===== config.mk =====
export PLATFORM = sky130hd
export DESIGN_NAME = att_serial_rx_flat
export DESIGN_NICKNAME = d
export VERILOG_FILES = /design/src/rtl/att_pkg.sv /design/src/rtl/att_serial_rx_if.sv /design/src/rtl/att_sync2.sv /design/src/rtl/att_serial_rx.sv /design/src/flat_wrapper.sv
export SDC_FILE = /design/constraint.sdc
export NUM_CORES = 1
export LEC_CHECK = 0
export CORE_MARGIN = 10
export CORE_UTILIZATION = 30
export DETAILED_ROUTE_END_ITERATION = 10
export GPL_TIMING_DRIVEN = 0
export PLACE_DENSITY = 0.53
export SLEW_MARGIN = 30
export SYNTH_ARGS = -nofsm -noshare
export SYNTH_HDL_FRONTEND = slang
export SYNTH_SLANG_ARGS = --single-unit

===== constraint.sdc =====
create_clock -name clk -period 2.3 [get_ports clk]
set_clock_uncertainty 0.2 [all_clocks]
set_input_delay 0.575 -clock clk [delete_from_list [all_inputs] [get_ports clk]]
set_output_delay 0.575 -clock clk [all_outputs]
set_load 0.02 [all_outputs]

===== src/rtl/att_pkg.sv =====
// att_pkg: shared state encoding and default sizing for the attenuator serial receiver.
package att_pkg;
  typedef enum logic {IDLE, SHIFT} state_t;
  localparam int ATT_NBITS = 6;
  localparam int ATT_TIMEOUT = 64;
endpackage


===== src/rtl/att_serial_rx_if.sv =====
// att_serial_rx_if: attenuator serial bus inputs plus decoded setting/status outputs.
interface att_serial_rx_if #(parameter int NBITS = 6);
  logic att_le;
  logic att_clk;
  logic att_data;
  logic [NBITS-1:0] setting;
  logic valid;
  logic err;
  logic busy;
  modport master (output att_le, att_clk, att_data, input setting, valid, err, busy);
  modport slave (input att_le, att_clk, att_data, output setting, valid, err, busy);
endinterface


===== src/rtl/att_sync2.sv =====
// att_sync2: single-bit two-flop synchronizer with synchronous clear.
module att_sync2 (
  input  logic clk,
  input  logic rst,
  input  logic d,
  output logic q
);
  logic m;
  always_ff @(posedge clk)
    if (rst) {q, m} <= 2'b00;
    else {q, m} <= {m, d};
endmodule


===== src/rtl/att_serial_rx.sv =====
// att_serial_rx: receives MSB-first attenuator words framed by att_le; ATT_RX_SYNC_EN adds input synchronizers.
module att_serial_rx
  import att_pkg::*;
#(
  parameter int NBITS = ATT_NBITS,
  parameter int TIMEOUT = ATT_TIMEOUT
) (
  input logic clk,
  input logic rst,
  att_serial_rx_if.slave bus
);
  localparam int CW = $clog2(NBITS + 2);
  localparam int TW = $clog2(TIMEOUT + 1);
  logic le_i, ck_i, d_i;
`ifdef ATT_RX_SYNC_EN
  att_sync2 u_le (.clk(clk), .rst(rst), .d(bus.att_le), .q(le_i));
  att_sync2 u_ck (.clk(clk), .rst(rst), .d(bus.att_clk), .q(ck_i));
  att_sync2 u_d (.clk(clk), .rst(rst), .d(bus.att_data), .q(d_i));
`else
  assign le_i = bus.att_le;
  assign ck_i = bus.att_clk;
  assign d_i = bus.att_data;
`endif
  logic le_q, le_p, ck_q, ck_p, d_q, le_rise, ck_rise;
  state_t state, state_n;
  logic [CW-1:0] cnt, cnt_n;
  logic [TW-1:0] timer, timer_n;
  logic [NBITS-1:0] sh, sh_n, setting, setting_n;
  logic valid, valid_n, err, err_n;
  assign le_rise = le_q & ~le_p;
  assign ck_rise = ck_q & ~ck_p;
  always_ff @(posedge clk)
    if (rst) begin
      {le_q, le_p, ck_q, ck_p, d_q} <= '0;
      state <= IDLE;
      cnt <= '0;
      timer <= '0;
      sh <= '0;
      setting <= '0;
      valid <= 1'b0;
      err <= 1'b0;
    end else begin
      {le_q, le_p, ck_q, ck_p, d_q} <= {le_i, le_q, ck_i, ck_q, d_i};
      state <= state_n;
      cnt <= cnt_n;
      timer <= timer_n;
      sh <= sh_n;
      setting <= setting_n;
      valid <= valid_n;
      err <= err_n;
    end
  // A bit clock in the same cycle as the latch is shifted before the count is judged.
  always_comb begin
    state_n = state;
    cnt_n = cnt;
    timer_n = timer;
    sh_n = sh;
    setting_n = setting;
    valid_n = 1'b0;
    err_n = 1'b0;
    if (ck_rise) begin
      sh_n = NBITS'({sh, d_q});
      cnt_n = state == IDLE ? CW'(1) : cnt == CW'(NBITS + 1) ? cnt : cnt + 1'b1;
      timer_n = '0;
      state_n = SHIFT;
    end else if (state == SHIFT) begin
      timer_n = timer + 1'b1;
      if (timer_n == TW'(TIMEOUT)) begin
        err_n = 1'b1;
        state_n = IDLE;
        cnt_n = '0;
        timer_n = '0;
      end
    end
    if (le_rise) begin
      valid_n = state_n == SHIFT && cnt_n == CW'(NBITS);
      err_n = !valid_n;
      setting_n = valid_n ? sh_n : setting;
      state_n = IDLE;
      cnt_n = '0;
      timer_n = '0;
    end
  end
  assign bus.setting = setting;
  assign bus.valid = valid;
  assign bus.err = err;
  assign bus.busy = state == SHIFT;
endmodule


===== src/flat_wrapper.sv =====
// flat-port wrapper written by rule: the top's interface ports become plain ports
module att_serial_rx_flat import att_pkg::*;
#(
  parameter int NBITS = ATT_NBITS,
  parameter int TIMEOUT = ATT_TIMEOUT
)
  (clk, rst, bus_att_le, bus_att_clk, bus_att_data, bus_setting, bus_valid, bus_err, bus_busy);
  att_serial_rx_if #(.NBITS(NBITS)) bus_i ();
  input logic clk;
  input logic rst;
  input wire logic [$bits(bus_i.att_le)-1:0] bus_att_le;
  input wire logic [$bits(bus_i.att_clk)-1:0] bus_att_clk;
  input wire logic [$bits(bus_i.att_data)-1:0] bus_att_data;
  output wire logic [$bits(bus_i.setting)-1:0] bus_setting;
  output wire logic [$bits(bus_i.valid)-1:0] bus_valid;
  output wire logic [$bits(bus_i.err)-1:0] bus_err;
  output wire logic [$bits(bus_i.busy)-1:0] bus_busy;
  assign bus_i.att_le = bus_att_le;
  assign bus_i.att_clk = bus_att_clk;
  assign bus_i.att_data = bus_att_data;
  assign bus_setting = bus_i.setting;
  assign bus_valid = bus_i.valid;
  assign bus_err = bus_i.err;
  assign bus_busy = bus_i.busy;
  att_serial_rx #(.NBITS(NBITS), .TIMEOUT(TIMEOUT)) u_core (.clk(clk), .rst(rst), .bus(bus_i));
endmodule

==> results of run 1 <==
## metrics by stage
stage	instances	area (sq um)	setup WS (ns)
finish	215	1625	0.09610
global route	215	1625	0.03191
CTS	215	1623	0.06834
detailed placement	207	1523	-0.1648
global placement	207	1523	-0.1450
floorplan	142	1328	0.2004
## cell type report
cell class / count / area [sq um] / share of cell area [%]
inverters: 2 / 7.507 / 0.4619
well taps: 52 / 65.06 / 4.003
clock inverters: 2 / 12.51 / 0.7698
plain buffers: 5 / 18.77 / 1.155
repair buffers: 13 / 130.1 / 8.006
flip-flops and latches: 30 / 600.6 / 36.95
clock buffers: 6 / 82.58 / 5.081
multi-input cells: 105 / 708.2 / 43.57
## placed cells by master (no fill, tap or decap), types with 3 or more instances in the layout
cell type,n
xor2_1,3
nor2b_1,14
clkbuf_1,5
a21oi_1,11
clkbuf_8,6
clkdlybuf4s50_1,13
mux2_2,6
dfxtp_1,30
nor2_1,8
nand2_1,22
nor3_1,4
## cell usage after synthesis (2+ instances only)
library cell	n	area, sq um
o21ai_0	2	10.01
nor2_1	8	30.03
xor2_1	3	26.28
nand3_1	2	10.01
nand2_1	22	82.58
inv_1	2	7.510
mux2_2	6	67.56
a21oi_1	11	55.05
nand4_1	2	12.51
o21a_1	2	15.01
clkbuf_1	5	18.77
nor2b_1	14	87.58
dfxtp_1	30	600.6
ha_1	2	25.02
a31oi_1	2	12.51
mux2i_1	2	20.02
and2_1	2	12.51
nand2b_1	2	12.51
nor3_1	4	20.02
## kinds of logic (layout without fill, tap and decap cells)
kind of cell | Yosys count | count (layout) | synth area share, %
flip-flops | 30 | 30 | 45.24
adder cells (fa/ha/maj) | 2 | 2 | 1.885
multiplexers | 8 | 8 | 6.597
XOR/XNOR | 4 | 4 | 2.640
buffers and inverters | 7 | 28 | 1.980
AND/OR/NAND/NOR | 65 | 65 | 25.54
AO/OA/AOI/OAI | 26 | 26 | 16.12
## worst min-delay path by stage
stage                             from                 endpoint  slack [ns]  depth (start not counted)
5_1_grt         u_core.le_q$_SDFF_PP0_   u_core.le_p$_SDFF_PP0_        0.29                          1
4_1_cts        u_core.sh[5]$_SDFF_PP0_  u_core.sh[5]$_SDFF_PP0_        0.27                          2
6_report       u_core.sh[5]$_SDFF_PP0_  u_core.sh[5]$_SDFF_PP0_        0.26                          2
3_5_place_dp   u_core.sh[5]$_SDFF_PP0_  u_core.sh[5]$_SDFF_PP0_        0.26                          2
3_3_place_gp   u_core.sh[5]$_SDFF_PP0_  u_core.sh[5]$_SDFF_PP0_        0.25                          2
2_1_floorplan   u_core.le_q$_SDFF_PP0_   u_core.le_p$_SDFF_PP0_        0.23                          1
## metal layers
layer / wire length (um) / global-route usage [%]
met3: 156 / 3.283
met5: 0 / 0
met4: 44 / 4.124
met2: 1361 / 13.02
met1: 1252 / 8.689
## state kept, by name, summed over array words and instances, names as in the netlist
name / flops
u_core.bus.busy: 1
u_core.bus.err: 1
u_core.bus.setting: 6
u_core.bus.valid: 1
u_core.ck_p: 1
u_core.ck_q: 1
u_core.cnt: 3
u_core.d_q: 1
u_core.le_p: 1
u_core.le_q: 1
u_core.sh: 6
u_core.timer: 7
## what timing repair did
action                                  in CTS  in global routing
buffers inserted                             0                  0
resized for setup                            1                  2
endpoints found under the setup margin       6                  6
## power breakdown
group	total (mW)	switching [mW]	internal [mW]
logic	0.0628	0.0386	0.0243
registers	0.536	0.00764	0.528
clock network	0.442	0.202	0.240
==> flow_summary_export.csv, run 1 <==
group,metric,value,unit
place,dp_hpwl,2084,um
die,start_util,30.70,%
outcome,status,"finished clean",
die,pin_count,14,
pwr,peakVddDrop,0.4078,mV
worst_setup_path,r2r.worst_path.cells,6,
worst_setup_path,cp_slowest_cell,"clkdlybuf4s50_1",
worst_setup_path,criticalPathCategory,"register to output port",
yosys,synthFlopType,"dfxtp_1",
routing,wirelength,2815,um
finish,diodes,0,
timing,tightest_slew,0.5496,ns
timing,post-route-period-util,95.82,%
yosys,ys_warn_count,0,
worst_setup_path,crit_start,"u_core.bus.busy$_SDFF_PP0_",
timing,fin_hold_ws,0.2623,ns
finish,fill_cells,462,
yosys,async_reset_ff_share,0,%
worst_setup_path,r2r-end,"u_core.bus.setting[5]$_SDFFE_PP0P_",
finish,nets,169,
pwr,power.density,640.1,mW/mm^2
clock_network,clock-sinks,30,
clock_network,numCtsBuffers,5,
worst_setup_path,cp.required,1.52,ns
timing,finalHoldViolCount,0,
worst_setup_path,critical_path_buf_inv_count,1,
worst_setup_path,critPathTopFamily,"buffers and inverters",
yosys,synth_edf_count,0,
finish,area_growth_syn_to_layout,22.43,%
global_routing,grt_pass1_vias,1091,
timing,slew_viol_final,0,
place,portBuffers,13,
yosys,synth_seq_area_share,45.24,%
routing,drt-pass1-iter-count,4,
finish,drive_gt1_share,15.34,%
global_routing,antenna_found_initial,0,
worst_setup_path,r2r_setup_slack,0.12,ns
yosys,syn_inst,142,
global_routing,grt_first_pass_wirelength,4885,um
routing,wl_per_cell,13.09,um
die,die_y,86.52,um
timing,fmax,0.4537,GHz
clock_network,cts_hold_buf,0,
routing,initialDrtViolationCount,40,
timing,final.setup.tns,0,ns
worst_setup_path,critPathArrivalTime,1.43,ns
yosys,synth.distinct_cells,38,
worst_setup_path,cp_slowest_stage_delay,0.67,ns
die,num_rows,24,
worst_setup_path,cp-end-kind,"output port",
flow_run,cap_violations,0,
yosys,synth-seq-cells,30,
routing,drtAntennaViolNets,0,
global_routing,grt_overflow_total,0,
die,fp.dieW,86.52,um
clock_network,clock-root-buffer,"clkbuf_8",
worst_setup_path,startpoint_type,"register",
worst_setup_path,cp_cell_sequence,"clkdlybuf4s50_1",
timing,slew_headroom,63.36,%
yosys,synth_nets,149,
routing,vias_per_cell,4.902,
worst_setup_path,path_depth,1,
routing,vias,1054,
clock_network,clk_pin_slew,0.07,ns
global_routing,grt_max_degree,11,
clock_network,cts.path.max_buffers,2,
worst_setup_path,r2r-start,"u_core.cnt[0]$_SDFF_PP0_",
worst_setup_path,endpoint,"bus_busy",
timing,finalCriticalPeriod,2.204,ns
pwr,finalPower,1.040,mW
die,die_area,0.007486,sq mm
yosys,synth.avg_cell_area,9.349,sq um
place,gp_congestion,0.8636,
pwr,leakage,0.5614,nW
clock_network,cts_tree,"done",
yosys,synth_area,0.001328,sq mm
finish,fin_util,37.59,%
worst_hold_path,hold_path_class,"register to register",
routing,drc,0,
clock_network,cts.htree.levels,2,
global_routing,grtUsageTotal,7.988,%
die,coreArea,0.004324,sq mm
worst_setup_path,cp_max_fo,6,
timing,grt_setup_unrepaired,"false",
clock_network,clkLatencyLatePin,0.28,ns
timing,finalSetupViolations,0,
No activity file was read; power rests on OpenSTA's default activity.
==> inputs of run 2 (changes only) <==
Settings changed: PLACE_DENSITY 0.53 to 0.54.
Clock period 2.3 ns to 1.8 ns, I/O delays scaled along.
==> flow_summary_export.csv, run 2 (synthesized netlist as in run 1, its figures left out) <==
group,metric,value,unit
outcome,status,"finished, violations left",
outcome,violations,"setup timing",
timing,fmax,0.4924,GHz
clock_network,clock-root-buffer,"clkbuf_8",
clock_network,numCtsBuffers,5,
finish,largest_reg_flops,7,
place,dpl_cell_area,0.001568,sq mm
routing,wirelength,3262,um
worst_setup_path,cp_slowest_cell,"dfxtp_4",
worst_setup_path,startpoint_type,"register",
die,fp.dieW,86.52,um
clock_network,clock-sinks,30,
worst_hold_path,holdPathEnd,"u_core.sh[0]$_SDFF_PP0_",
clock_network,cts_hold_buf,0,
clock_network,cts_tree,"done",
finish,layout_common_cells,"dfxtp_1, nand2_1, nor2b_1, buf_4, dlygate4sd2_1",
global_routing,grt_overflow_total,0,
global_routing,grt_first_pass_wirelength,5416,um
finish,top_register,"u_core.timer",
clock_network,cts.path.max_buffers,2,
worst_setup_path,r2r-start,"u_core.cnt[1]$_SDFF_PP0_",
worst_setup_path,cp_cell_sequence,"ha_4, nor3b_2, mux2i_1, o221ai_2, a31oi_4, buf_12, mux2_4",
finish,nets,186,
die,coreArea,0.004324,sq mm
die,die_area,0.007486,sq mm
die,num_rows,24,
timing,setup_ws,-0.2307,ns
routing,vias_per_cell,5.013,
place,portBuffers,13,
routing,drt-pass1-iter-count,5,
global_routing,antenna_found_initial,0,
worst_setup_path,cp_max_fo,6,
pwr,peakVddDrop,0.4002,mV
die,pin_count,14,
clock_network,cts.htree.levels,2,
worst_hold_path,worstHoldStart,"u_core.d_q$_SDFF_PP0_",
place,gp_congestion,0.8533,
die,die_y,86.52,um
worst_setup_path,cp_slowest_stage_delay,0.35,ns
worst_setup_path,crit_start,"u_core.cnt[1]$_SDFF_PP0_",
worst_setup_path,critPathArrivalTime,1.99,ns
worst_hold_path,worst_hold_path.num_cells,2,
timing,slew_headroom,69.58,%
worst_setup_path,cp.required,1.76,ns
finish,fin_util,44.16,%
worst_setup_path,r2r.worst_path.cells,7,
routing,drc,0,
routing,vias,1158,
finish,diodes,0,
global_routing,grt_max_degree,11,
timing,slew_viol_final,0,
worst_setup_path,r2r_setup_slack,-0.23,ns
timing,finalHoldViolCount,0,
pwr,leakage,0.7372,nW
clock_network,clk_pin_slew,0.06,ns
routing,wl_per_cell,14.12,um
worst_setup_path,criticalPathCategory,"register to register",
pwr,power.density,663.9,mW/mm^2
clock_network,clkLatencyLatePin,0.28,ns
global_routing,grt_pass1_vias,1171,
timing,finalCriticalPeriod,2.031,ns
timing,grt_setup_unrepaired,"true",
timing,tightest_slew,0.4563,ns
worst_hold_path,hold_path_class,"register to register",
timing,finalSetupViolations,9,
routing,initialDrtViolationCount,53,
place,dp_hpwl,2021,um
worst_setup_path,cp-end-kind,"register",
global_routing,grtUsageTotal,8.922,%
flow_run,cap_violations,0,
finish,post-route-cell-area,0.001909,sq mm
worst_setup_path,r2r-end,"u_core.bus.setting[2]$_SDFFE_PP0P_",
finish,area_growth_syn_to_layout,43.83,%
finish,mostFrequentLayoutCell,"dfxtp_1",
die,start_util,30.70,%
finish,drive_gt1_share,37.99,%
timing,post-route-period-util,112.8,%
routing,drtAntennaViolNets,0,
finish,reg_top3,"u_core.timer (7), u_core.bus.setting (6), u_core.sh (6)",
run 2: cell count changes in the layout (fill, tap and decap cells not counted), moves of 3 or more:
cell / delta
buf_4: +13
clkdlybuf4s50_1: -10
nand2_1: -3
dlygate4sd2_1: +10
buf_6: +3
mux2_4: +6
dfxtp_1: -8
mux2_2: -6
dfxtp_4: +7
run 2: worst max path at each step:
| stage | end | slack (ns) | cells past startpoint |
|---|---|---|---|
| after floorplan | u_core.bus.setting[0]$_SDFFE_PP0P_ | -0.14 | 6 |
| after global placement | u_core.timer[6]$_SDFFE_PP0P_ | -0.51 | 5 |
| after global routing | u_core.bus.setting[5]$_SDFFE_PP0P_ | -0.28 | 7 |
| after detailed placement | u_core.timer[6]$_SDFFE_PP0P_ | -0.51 | 5 |
| final | u_core.bus.setting[2]$_SDFFE_PP0P_ | -0.23 | 7 |
| after CTS | u_core.bus.setting[4]$_SDFFE_PP0P_ | -0.27 | 7 |
run 2: metrics by stage:
stage                     hold WS [ns]  TNS, ns  setup WS, ns  power (mW)  instances
after detailed placement        0.2593   -4.693       -0.5098      0.7801        207
after global routing            0.2822   -2.019       -0.2805       1.342        231
after floorplan                 0.2297  -0.8011       -0.1399      0.7492        142
after CTS                       0.2703   -1.658       -0.2700       1.283        224
final                           0.2635   -1.431       -0.2307       1.268        231
after global placement          0.2468   -4.870       -0.5073      0.7794        207
run 2: where the power goes:
part           internal [mW]  switching (mW)  leakage, nW
clock                  0.265           0.230       0.0383
sequential             0.667          0.0105        0.249
combinational         0.0388          0.0559        0.450
total                  0.971           0.297        0.737
run 2: critical path, delay by kind of cell, from the launching register on:
kind | cells | cell delay (ns)
DFF | 1 | 0.35
AOI/OAI and AO/OA | 2 | 0.34
buffers and inverters | 1 | 0.15
adders and majority gates | 1 | 0.16
and+or+nand+nor | 1 | 0.17
muxes | 2 | 0.53
run 2: routing by layer:
layer	part of all wire (%)	vias up	track usage [%]
met4	2.0	0	4.713
met2	49	24	14.43
met1	43	554	9.978
met5	0	-	0
li1	-	573	-
met3	5.7	7	3.283
run 2: final cells by class:
cell class	count	area [sq um]
fillers	426	2415
multi-input cells	105	840.8
flip-flops and latches	30	628.1
repair buffers	30	269.0
clock buffers	7	76.32
well taps	52	65.06
plain buffers	5	22.52
inverters	2	7.507
run 2: what timing repair did:
item | in CTS | in global routing
setup buffers | 10 | 8
pin swaps | 7 | 10
endpoints found under the hold margin | 0 | 0
endpoints found under the setup margin | 19 | 21
gates resized for setup | 26 | 27
==> inputs of run 3 (changes only) <==
--- a/config.mk
+++ b/config.mk
@@ -7,2 +7,3 @@
 export LEC_CHECK = 0
+export CORE_ASPECT_RATIO = 0.6
 export CORE_MARGIN = 10
@@ -12,3 +13,3 @@
 export PLACE_DENSITY = 0.54
-export SLEW_MARGIN = 30
+export SLEW_MARGIN = 20
 export SYNTH_ARGS = -nofsm -noshare
==> constraint.sdc (replaced) <==
create_clock -name clk -period 1.8 [get_ports clk]
set_clock_uncertainty 0.2 [all_clocks]
set_input_delay 0.36 -clock clk [delete_from_list [all_inputs] [get_ports clk]]
set_output_delay 0.36 -clock clk [all_outputs]
set_load 0.02 [all_outputs]
==> flow_summary_export.csv, run 3 (synthesized netlist as in run 1, its figures left out) <==
group,metric,value,unit
outcome,status,"finished, violations left",
outcome,violations,"setup timing",
timing,grt_setup_unrepaired,"true",
global_routing,grt_first_pass_wirelength,5595,um
worst_hold_path,worst_hold_path.num_cells,1,
timing,fin_hold_ws,0.2543,ns
place,dp_hpwl,2168,um
clock_network,clkLatencyLatePin,0.29,ns
worst_setup_path,critical_path_buf_inv_count,1,
worst_setup_path,r2r-end,"u_core.bus.setting[2]$_SDFFE_PP0P_",
clock_network,numCtsBuffers,5,
worst_hold_path,hold_path_class,"register to register",
routing,drt-pass1-iter-count,5,
place,portBuffers,13,
die,num_rows,18,
worst_hold_path,worstHoldStart,"u_core.le_q$_SDFF_PP0_",
worst_setup_path,criticalPathCategory,"register to register",
clock_network,clock-sinks,30,
routing,wirelength,3334,um
routing,vias,1133,
finish,final_cell_count_no_fill,234,
clock_network,clk_pin_slew,0.07,ns
timing,setup_ws,-0.2758,ns
global_routing,grt_pass1_vias,1189,
routing,drc,0,
finish,top_register,"u_core.timer",
worst_setup_path,critPathArrivalTime,2.04,ns
finish,drive_gt1_share,32.18,%
worst_setup_path,cp.required,1.77,ns
finish,diodes,0,
finish,layout_common_cells,"dfxtp_1, nand2_1, nor2b_1",
timing,final.setup.tns,-1.689,ns
timing,slew_viol_final,0,
die,start_util,31.69,%
finish,reg_top3,"u_core.timer (7), u_core.bus.setting (6), u_core.sh (6)",
routing,drtAntennaViolNets,0,
place,dpl_cell_area,0.001578,sq mm
finish,largest_reg_flops,7,
place,gp_congestion,0.8216,
timing,slew_headroom,66.78,%
worst_setup_path,cp-end-kind,"register",
clock_network,cts.htree.levels,2,
finish,fin_util,44.83,%
clock_network,cts.path.max_buffers,2,
die,coreArea,0.004189,sq mm
finish,area_growth_syn_to_layout,41.47,%
finish,fill_cells,411,
finish,mostFrequentLayoutCell,"dfxtp_1",
timing,tightest_slew,0.4983,ns
worst_setup_path,cp_max_fo,6,
clock_network,cts_tree,"done",
global_routing,antenna_found_initial,0,
timing,finalSetupViolations,9,
place,post-place-cells,215,
worst_setup_path,r2r.worst_path.cells,7,
die,fp.dieW,105.9,um
die,die_y,71.53,um
routing,wl_per_cell,14.25,um
worst_setup_path,r2r_setup_slack,-0.28,ns
finish,post-route-cell-area,0.001878,sq mm
timing,finalHoldViolCount,0,
finish,multi_input_area,803.3,sq um
worst_setup_path,r2r-start,"u_core.cnt[1]$_SDFF_PP0_",
global_routing,grtUsageTotal,9.142,%
timing,finalCriticalPeriod,2.076,ns
worst_setup_path,cp_slowest_cell,"dfxtp_4",
routing,vias_per_cell,4.842,
worst_setup_path,startpoint_type,"register",
pwr,finalPower,1.390,mW
global_routing,grt_overflow_total,0,
worst_setup_path,critPathTopFamily,"compound AO/OA/AOI/OAI gates",
place,pre_cts_ws,-0.4044,ns
timing,fmax,0.4818,GHz
timing,post-route-period-util,115.3,%
routing,initialDrtViolationCount,36,
global_routing,grt_max_degree,11,
die,die_area,0.007573,sq mm
worst_setup_path,cp_cell_sequence,"ha_4, nand2_4, nor4_4, o221ai_2, a31oi_4, buf_12, mux2_4",
finish,nets,180,
pwr,peakVddDrop,0.3589,mV
worst_setup_path,cp_slowest_stage_delay,0.36,ns
worst_hold_path,holdPathEnd,"u_core.le_p$_SDFF_PP0_",
flow_run,cap_violations,0,
die,pin_count,14,
pwr,power.density,740.2,mW/mm^2
clock_network,cts_hold_buf,0,
finish,seq_area,620.6,sq um
clock_network,clock-root-buffer,"clkbuf_8",
pwr,leakage,0.8128,nW
[run 3: cell types whose count changed in the layout (fill, tap and decap cells not counted), sizes merged]
cell	before	now
dlygate4sd2	10	1
dlymetal6s2s	0	8
clkinv	0	2
clkdlybuf4s50	3	4
buf	18	11
[run 3: layer usage]
layer	part of all wire [%]	GRT usage [%]	up-vias
li1	-	-	561
met1	48	10.97	547
met2	45	14.00	20
met3	4.7	3.125	5
met4	1.8	5.381	0
met5	0	0	-
[run 3: report_power, final]
| part | internal (mW) | leakage [nW] | switching (mW) |
|---|---|---|---|
| Sequential | 0.671 | 0.248 | 0.00983 |
| Combinational | 0.0365 | 0.508 | 0.0548 |
| Clock | 0.351 | 0.0561 | 0.267 |
[run 3: cell type report]
class | instances | area share [%]
plain buffers | 5 | 1.266
clock buffers | 6 | 4.997
clock inverters | 2 | 0.5330
inverters | 2 | 0.3997
multi-input cells | 105 | 42.77
flip-flops and latches | 30 | 33.04
well taps | 60 | 3.997
repair buffers | 24 | 12.99
[run 3: worst max path at each step]
stage | end | cells after the start | startpoint
after detailed placement | u_core.timer[6]$_SDFFE_PP0P_ | 5 | rst
after CTS | u_core.bus.setting[2]$_SDFFE_PP0P_ | 7 | u_core.cnt[1]$_SDFF_PP0_
after global placement | u_core.timer[6]$_SDFFE_PP0P_ | 5 | rst
final | u_core.bus.setting[2]$_SDFFE_PP0P_ | 7 | u_core.cnt[1]$_SDFF_PP0_
after floorplan | u_core.bus.setting[0]$_SDFFE_PP0P_ | 6 | u_core.cnt[1]$_SDFF_PP0_
after global routing | u_core.bus.setting[2]$_SDFFE_PP0P_ | 6 | u_core.ck_q$_SDFF_PP0_
[run 3: what timing repair did]
action / in CTS / in global routing
setup endpoints to repair: 9 / 30
resized for setup: 14 / 22
pin swaps: 7 / 7
setup buffers: 10 / 1
gates cloned: 0 / 0
==> patch 1: new RTL, flow settings as in run 3 <==
The option `ATT_RX_SYNC_EN` is turned on by a define.
--- a/src/rtl/att_serial_rx.sv
+++ b/src/rtl/att_serial_rx.sv
@@ -1,2 +1,4 @@
 // att_serial_rx: receives MSB-first attenuator words framed by att_le; ATT_RX_SYNC_EN adds input synchronizers.
+`define ATT_RX_SYNC_EN
+
 module att_serial_rx
Formal check against the unedited RTL: not equivalent (Yosys sat finds a counterexample within 4 cycles, from zero or initial values and one cycle with rst high).
==> patch 1 against run 3 <==
  * The run still ends with setup timing left
  * Total power up 13%
  * Final cell count up 3.4%
  * Utilization down 1.7 points
  * Synthesized area up 8.0%
  * Worst setup slack worse by 0.065 ns
  * Wire length down 2.5%
  * Largest cell class unchanged
  * Cell area up 5.5%
  * Via count up 1.4%
  * Critical path type unchanged
  * Critical path depth unchanged
  * Maximum frequency down 3.0%
  * Sequential cell count up 6
==> patch 1: results (changes against run 3) <==
Worst-path clk slew -> 0.07 ns (about the same)
Biggest regs -> u_core.timer: 7 flops, u_core.bus.setting: 6 flops, u_core.sh: 6 flops
# diodes -> 0 (unchanged)
Post-synthesis sequential area ratio -> 50.3% (+5.0 points)
Pin count of the biggest net entering global routing -> 12 (+1)
Post-synth ARST share -> 0% (unchanged)
Outcome -> complete, but fails checks
WP data arrival -> 2.11 ns (+0.07 ns)
Deepest clock path buffer count -> 2 (unchanged)
Ratio of cells with drive above 1 in the final layout -> 27.9% (-4.3 points)
Post-synthesis net count -> 154 (+3.4%)
Synth area leaders -> dfxtp_1 50%, nor2b_1 9.6%, mux2_2 4.7%, nand2_1 4.2%, a21oi_1 3.5%
H-tree levels -> 2 (unchanged)
Nets -> 185 (+2.8%)
Most instantiated cells after synthesis -> 36 x dfxtp_1, 22 x nor2b_1, 16 x nand2_1, 10 x a21oi_1
Number of global-route vias before repair -> 1179 (-0.84%)
HP Class -> reg2reg
Failing checks -> setup timing
Total Wirelength -> 3250 um (-2.5%)
Yosys warning count -> 0 (unchanged)
Leakage Power -> 0.000871 uW (+7.2%)
DR iter-0 viols -> 62 (+72%)
Total GRT Usage -> 8.65% (-0.50 points)
Mean number of vias per cell -> 4.75 (-1.9%)
VDD IR max -> 500 uV (+39%)
Final worst slack -> -0.340 ns (-0.0647 ns)
Port bufs -> 12 (-1)
Unique cell type count in the Yosys netlist -> 34 (-11%)
Worst Path Max Fanout -> 5 (-1)
GPL Wtd Cong -> 0.741 (-9.9%)
Setup Viol. Count Final -> 11 (+2)
Placed Area -> 0.00168 mm2 (+6.7%)
DP Wirelength -> 2110 um (-2.8%)
Worst slew pin tran -> 0.486 ns (-0.0128 ns)
Slowest stage cell, crit path -> a2111oi_4
First-pass GRT wire length -> 5460 um (-2.3%)
First-pass DRT Iterations -> 4 (-1)
Critical Path Max Stage Delay -> 0.40 ns (+0.04 ns)
patch 1: stage by stage:
step,setup TNS [ns],hold slack (ns),cells,power (uW),setup slack (ns)
floorplan,-2.35,0.214,147,867,-0.338
global placement,-4.48,0.217,222,887,-0.578
detailed placement,-4.68,0.227,222,889,-0.595
CTS,-2.76,0.241,238,1580,-0.371
global route,-3.76,0.260,242,1640,-0.412
finish,-2.95,0.235,242,1570,-0.340
patch 1: cell families after synthesis:
kind of cell | after synthesis | share of synthesized area [%]
AOI/OAI and AO/OA | 27 | 14.4
xor gates and xnor gates | 4 | 2.44
adders and majority gates | 2 | 1.74
buffers and inverters | 8 | 2.18
DFF | 36 | 50.3
muxes | 6 | 4.71
and+or+nand+nor | 64 | 24.3
patch 1: where the power goes:
part / internal (uW) / switching, uW / leakage (uW)
Clock: 411 / 281 / 0.0000552
Sequential: 805 / 5.23 / 0.000296
Combinational: 26.8 / 36.4 / 0.000520
patch 1: path summary, 6_finish.rpt:
| check | from | to | slack [ns] | cells past startpoint |
|---|---|---|---|---|
| setup reg to reg | u_core.timer[1]$_SDFFE_PP0P_ | u_core.bus.setting[5]$_SDFFE_PP0P_ | -0.34 | 7 |
| hold / removal | u_core.u_ck.q$_SDFF_PP0_ | u_core.ck_q$_SDFF_PP0_ | 0.24 | 1 |
| hold reg to reg | u_core.u_ck.q$_SDFF_PP0_ | u_core.ck_q$_SDFF_PP0_ | 0.24 | 1 |
| setup / recovery | u_core.timer[1]$_SDFFE_PP0P_ | u_core.bus.setting[5]$_SDFFE_PP0P_ | -0.34 | 7 |
patch 1: layer usage:
| metal | track usage, % | up-vias | share of wire [%] |
|---|---|---|---|
| met2 | 12.7 | 14 | 44 |
| met1 | 10.9 | 559 | 51 |
| met3 | 3.67 | 4 | 3.8 |
| li1 | - | 572 | - |
| met5 | 0 | - | 0 |
| met4 | 3.59 | 0 | 1.0 |
patch 1: worst reg2reg max path, cell delays in order, from the launching register on:
cell and delay [ns]:
dfxtp_4 0.37, ha_4 0.17, xor2_1 0.14, nand4_1 0.16
a21oi_4 0.11, a2111oi_4 0.40, buf_6 0.20, mux2_4 0.30
patch 1: area by class of cell:
cell class	instances	area (um2)
plain buffers	7	36.3
clock buffers	6	72.6
clock inverters	2	35.0
fillers	441	2610
inverters	1	3.75
multi-input cells	103	779
flip-flops and latches	36	734
well taps	63	78.8
repair buffers	24	240
patch 1: repair_timing:
action,in CTS,in global routing
setup endpoints to repair,12,26
gates resized for setup,14,17
hold buffers,0,0
pin swaps,6,1
setup buffers,8,4
==> patch 2: new RTL, settings of run 3 <==
Without the edit above. Make the reset (`rst`) asynchronous in one clocked block.
--- a/src/rtl/att_serial_rx.sv
+++ b/src/rtl/att_serial_rx.sv
@@ -31,3 +31,3 @@
   assign ck_rise = ck_q & ~ck_p;
-  always_ff @(posedge clk)
+  always_ff @(posedge clk or posedge rst)
     if (rst) begin
Formal check against the unedited RTL: differs if rst is asserted again (counterexample within 4 cycles, from zero or initial values and one cycle with rst high); with rst held inactive, the same outputs for 10 cycles.
==> patch 2 against run 3 <==
  * The run still ends with setup timing left
  * Via count down 15%
  * Sequential cell count stayed put
  * Die area up 3.7%
  * Worst hold slack lost 0.085 ns
  * Wire length shrank 16%
  * Cell area shrank 5.9%
  * Clock power fell by 10%
  * Sequential power increased by 11%
  * Utilization is 5.7 points lower
  * Worst setup slack improved by 0.17 ns
  * Synthesized area is 4.9% higher
  * Total power is 7.1% higher
  * Critical path type unchanged
==> patch 2: results (changes against run 3) <==
Outcome -> complete, but fails checks
Failing checks -> setup timing
R2R cell count -> 5 (-2)
Final TNS setup -> -0.606 ns (+1.08 ns)
Worst Path Max Fanout -> 7 (+1)
Post-synth ARST share -> 100% (+100 points)
DP Wirelength -> 1870 um (-14%)
Rel. slew slack -> 58.4% (-8.4 points)
Setup Viol. Count Final -> 6 (-3)
Post-synthesis net count -> 130 (-13%)
Final worst slack -> -0.105 ns (+0.170 ns)
Total Wirelength -> 2810 um (-16%)
First-pass GRT wire length -> 4650 um (-17%)
Synth area leaders -> dfrtp_1 54%, nand2_1 7.3%, mux2_4 6.5%, nor2_1 2.4%, buf_6 2.4%
Unique cell type count in the Yosys netlist -> 37 (-2.6%)
Placed Area -> 0.00160 mm2 (+1.7%)
First-pass DRT Iterations -> 4 (-1)
Number of global-route vias before repair -> 971 (-18%)
Most instantiated cells after synthesis -> 30 x dfrtp_1, 27 x nand2_1, 9 x nor2_1, 6 x mux2_4, 5 x a21oi_1
# fillers -> 459 (+12%)
Synth Area per Inst -> 11.3 um2 (+21%)
DR iter-0 viols -> 80 (+120%)
GPL Wtd Cong -> 0.800 (-2.6%)
Pin count of the biggest net entering global routing -> 31 (+20)
Critical Path Start -> u_core.cnt[1]$_DFF_PP0_
Leakage Power -> 0.000911 uW (+12%)
Ratio of cells with drive above 1 in the final layout -> 26.8% (-5.3 points)
## patch 2: changes by cell type after synthesis, sizes merged, moves of 4 or more
| cell | change |
|---|---|
| dfxtp | -30 |
| a21oi | -6 |
| nor2b | -12 |
| dfrtp | +30 |
| buf | +4 |
| clkbuf | -4 |
| nand2 | +5 |
## patch 2: worst max-delay path: stages (launching register included)
cell and delay [ns]:
dfrtp_1 0.41, ha_4 0.27, and4_4 0.23, o211a_4 0.18, nand3_4 0.15, mux2_4 0.33
## patch 2: area by class of cell
cell class                 count  area share [%]
sequential                    30            42.6
multi-input combinational     86            35.2
clock buffer                   7            4.88
inverter                       2           0.425
buffer                         4            2.19
timing repair buffer          19            9.91
clock inverter                 1           0.283
tap                           63            4.46
## patch 2: worst min-delay path by stage
stage                                 end  slack [ns]             startpoint
finish              u_core.le_p$_DFF_PP0_        0.17  u_core.le_q$_DFF_PP0_
global route        u_core.le_p$_DFF_PP0_        0.18  u_core.le_q$_DFF_PP0_
CTS                 u_core.le_p$_DFF_PP0_        0.17  u_core.le_q$_DFF_PP0_
detailed placement  u_core.le_p$_DFF_PP0_        0.16  u_core.le_q$_DFF_PP0_
global placement    u_core.le_p$_DFF_PP0_        0.16  u_core.le_q$_DFF_PP0_
floorplan           u_core.le_p$_DFF_PP0_        0.15  u_core.le_q$_DFF_PP0_
## patch 2: logic make-up after synthesis
group                      count (synthesis)  share of synthesized area [%]
xor gates and xnor gates                   3                           1.89
and+or+nand+nor                           58                           21.6
buffers and inverters                      7                           3.59
adders and majority gates                  2                           1.80
DFF                                       30                           53.9
AOI/OAI and AO/OA                         16                           10.1
muxes                                      7                           7.19
## patch 2: metrics by stage
stage          power [uW]  hold slack (ns)
2_1_floorplan         873            0.146
3_3_place_gp          917            0.159
3_5_place_dp          926            0.164
4_1_cts              1490            0.173
5_1_grt              1560            0.183
6_report             1490            0.170
## patch 2: routing by layer
| metal | up-vias | GRT usage, % | wire [um] |
|---|---|---|---|
| li1 | 476 | - | - |
| met1 | 458 | 9.81 | 1490 |
| met2 | 22 | 10.1 | 1140 |
| met3 | 8 | 3.44 | 141 |
| met4 | 0 | 3.10 | 38 |
| met5 | - | 0 | 0 |
## patch 2: timing repair
action | in CTS | in global routing
setup endpoints to repair | 13 | 13
pin swaps | 2 | 6
resized for setup | 9 | 10
setup buffers | 4 | 2
## patch 2: power by group
part | switching, uW | internal, uW
clock network | 247 | 308
logic | 97.8 | 78.3
registers | 35.7 | 722
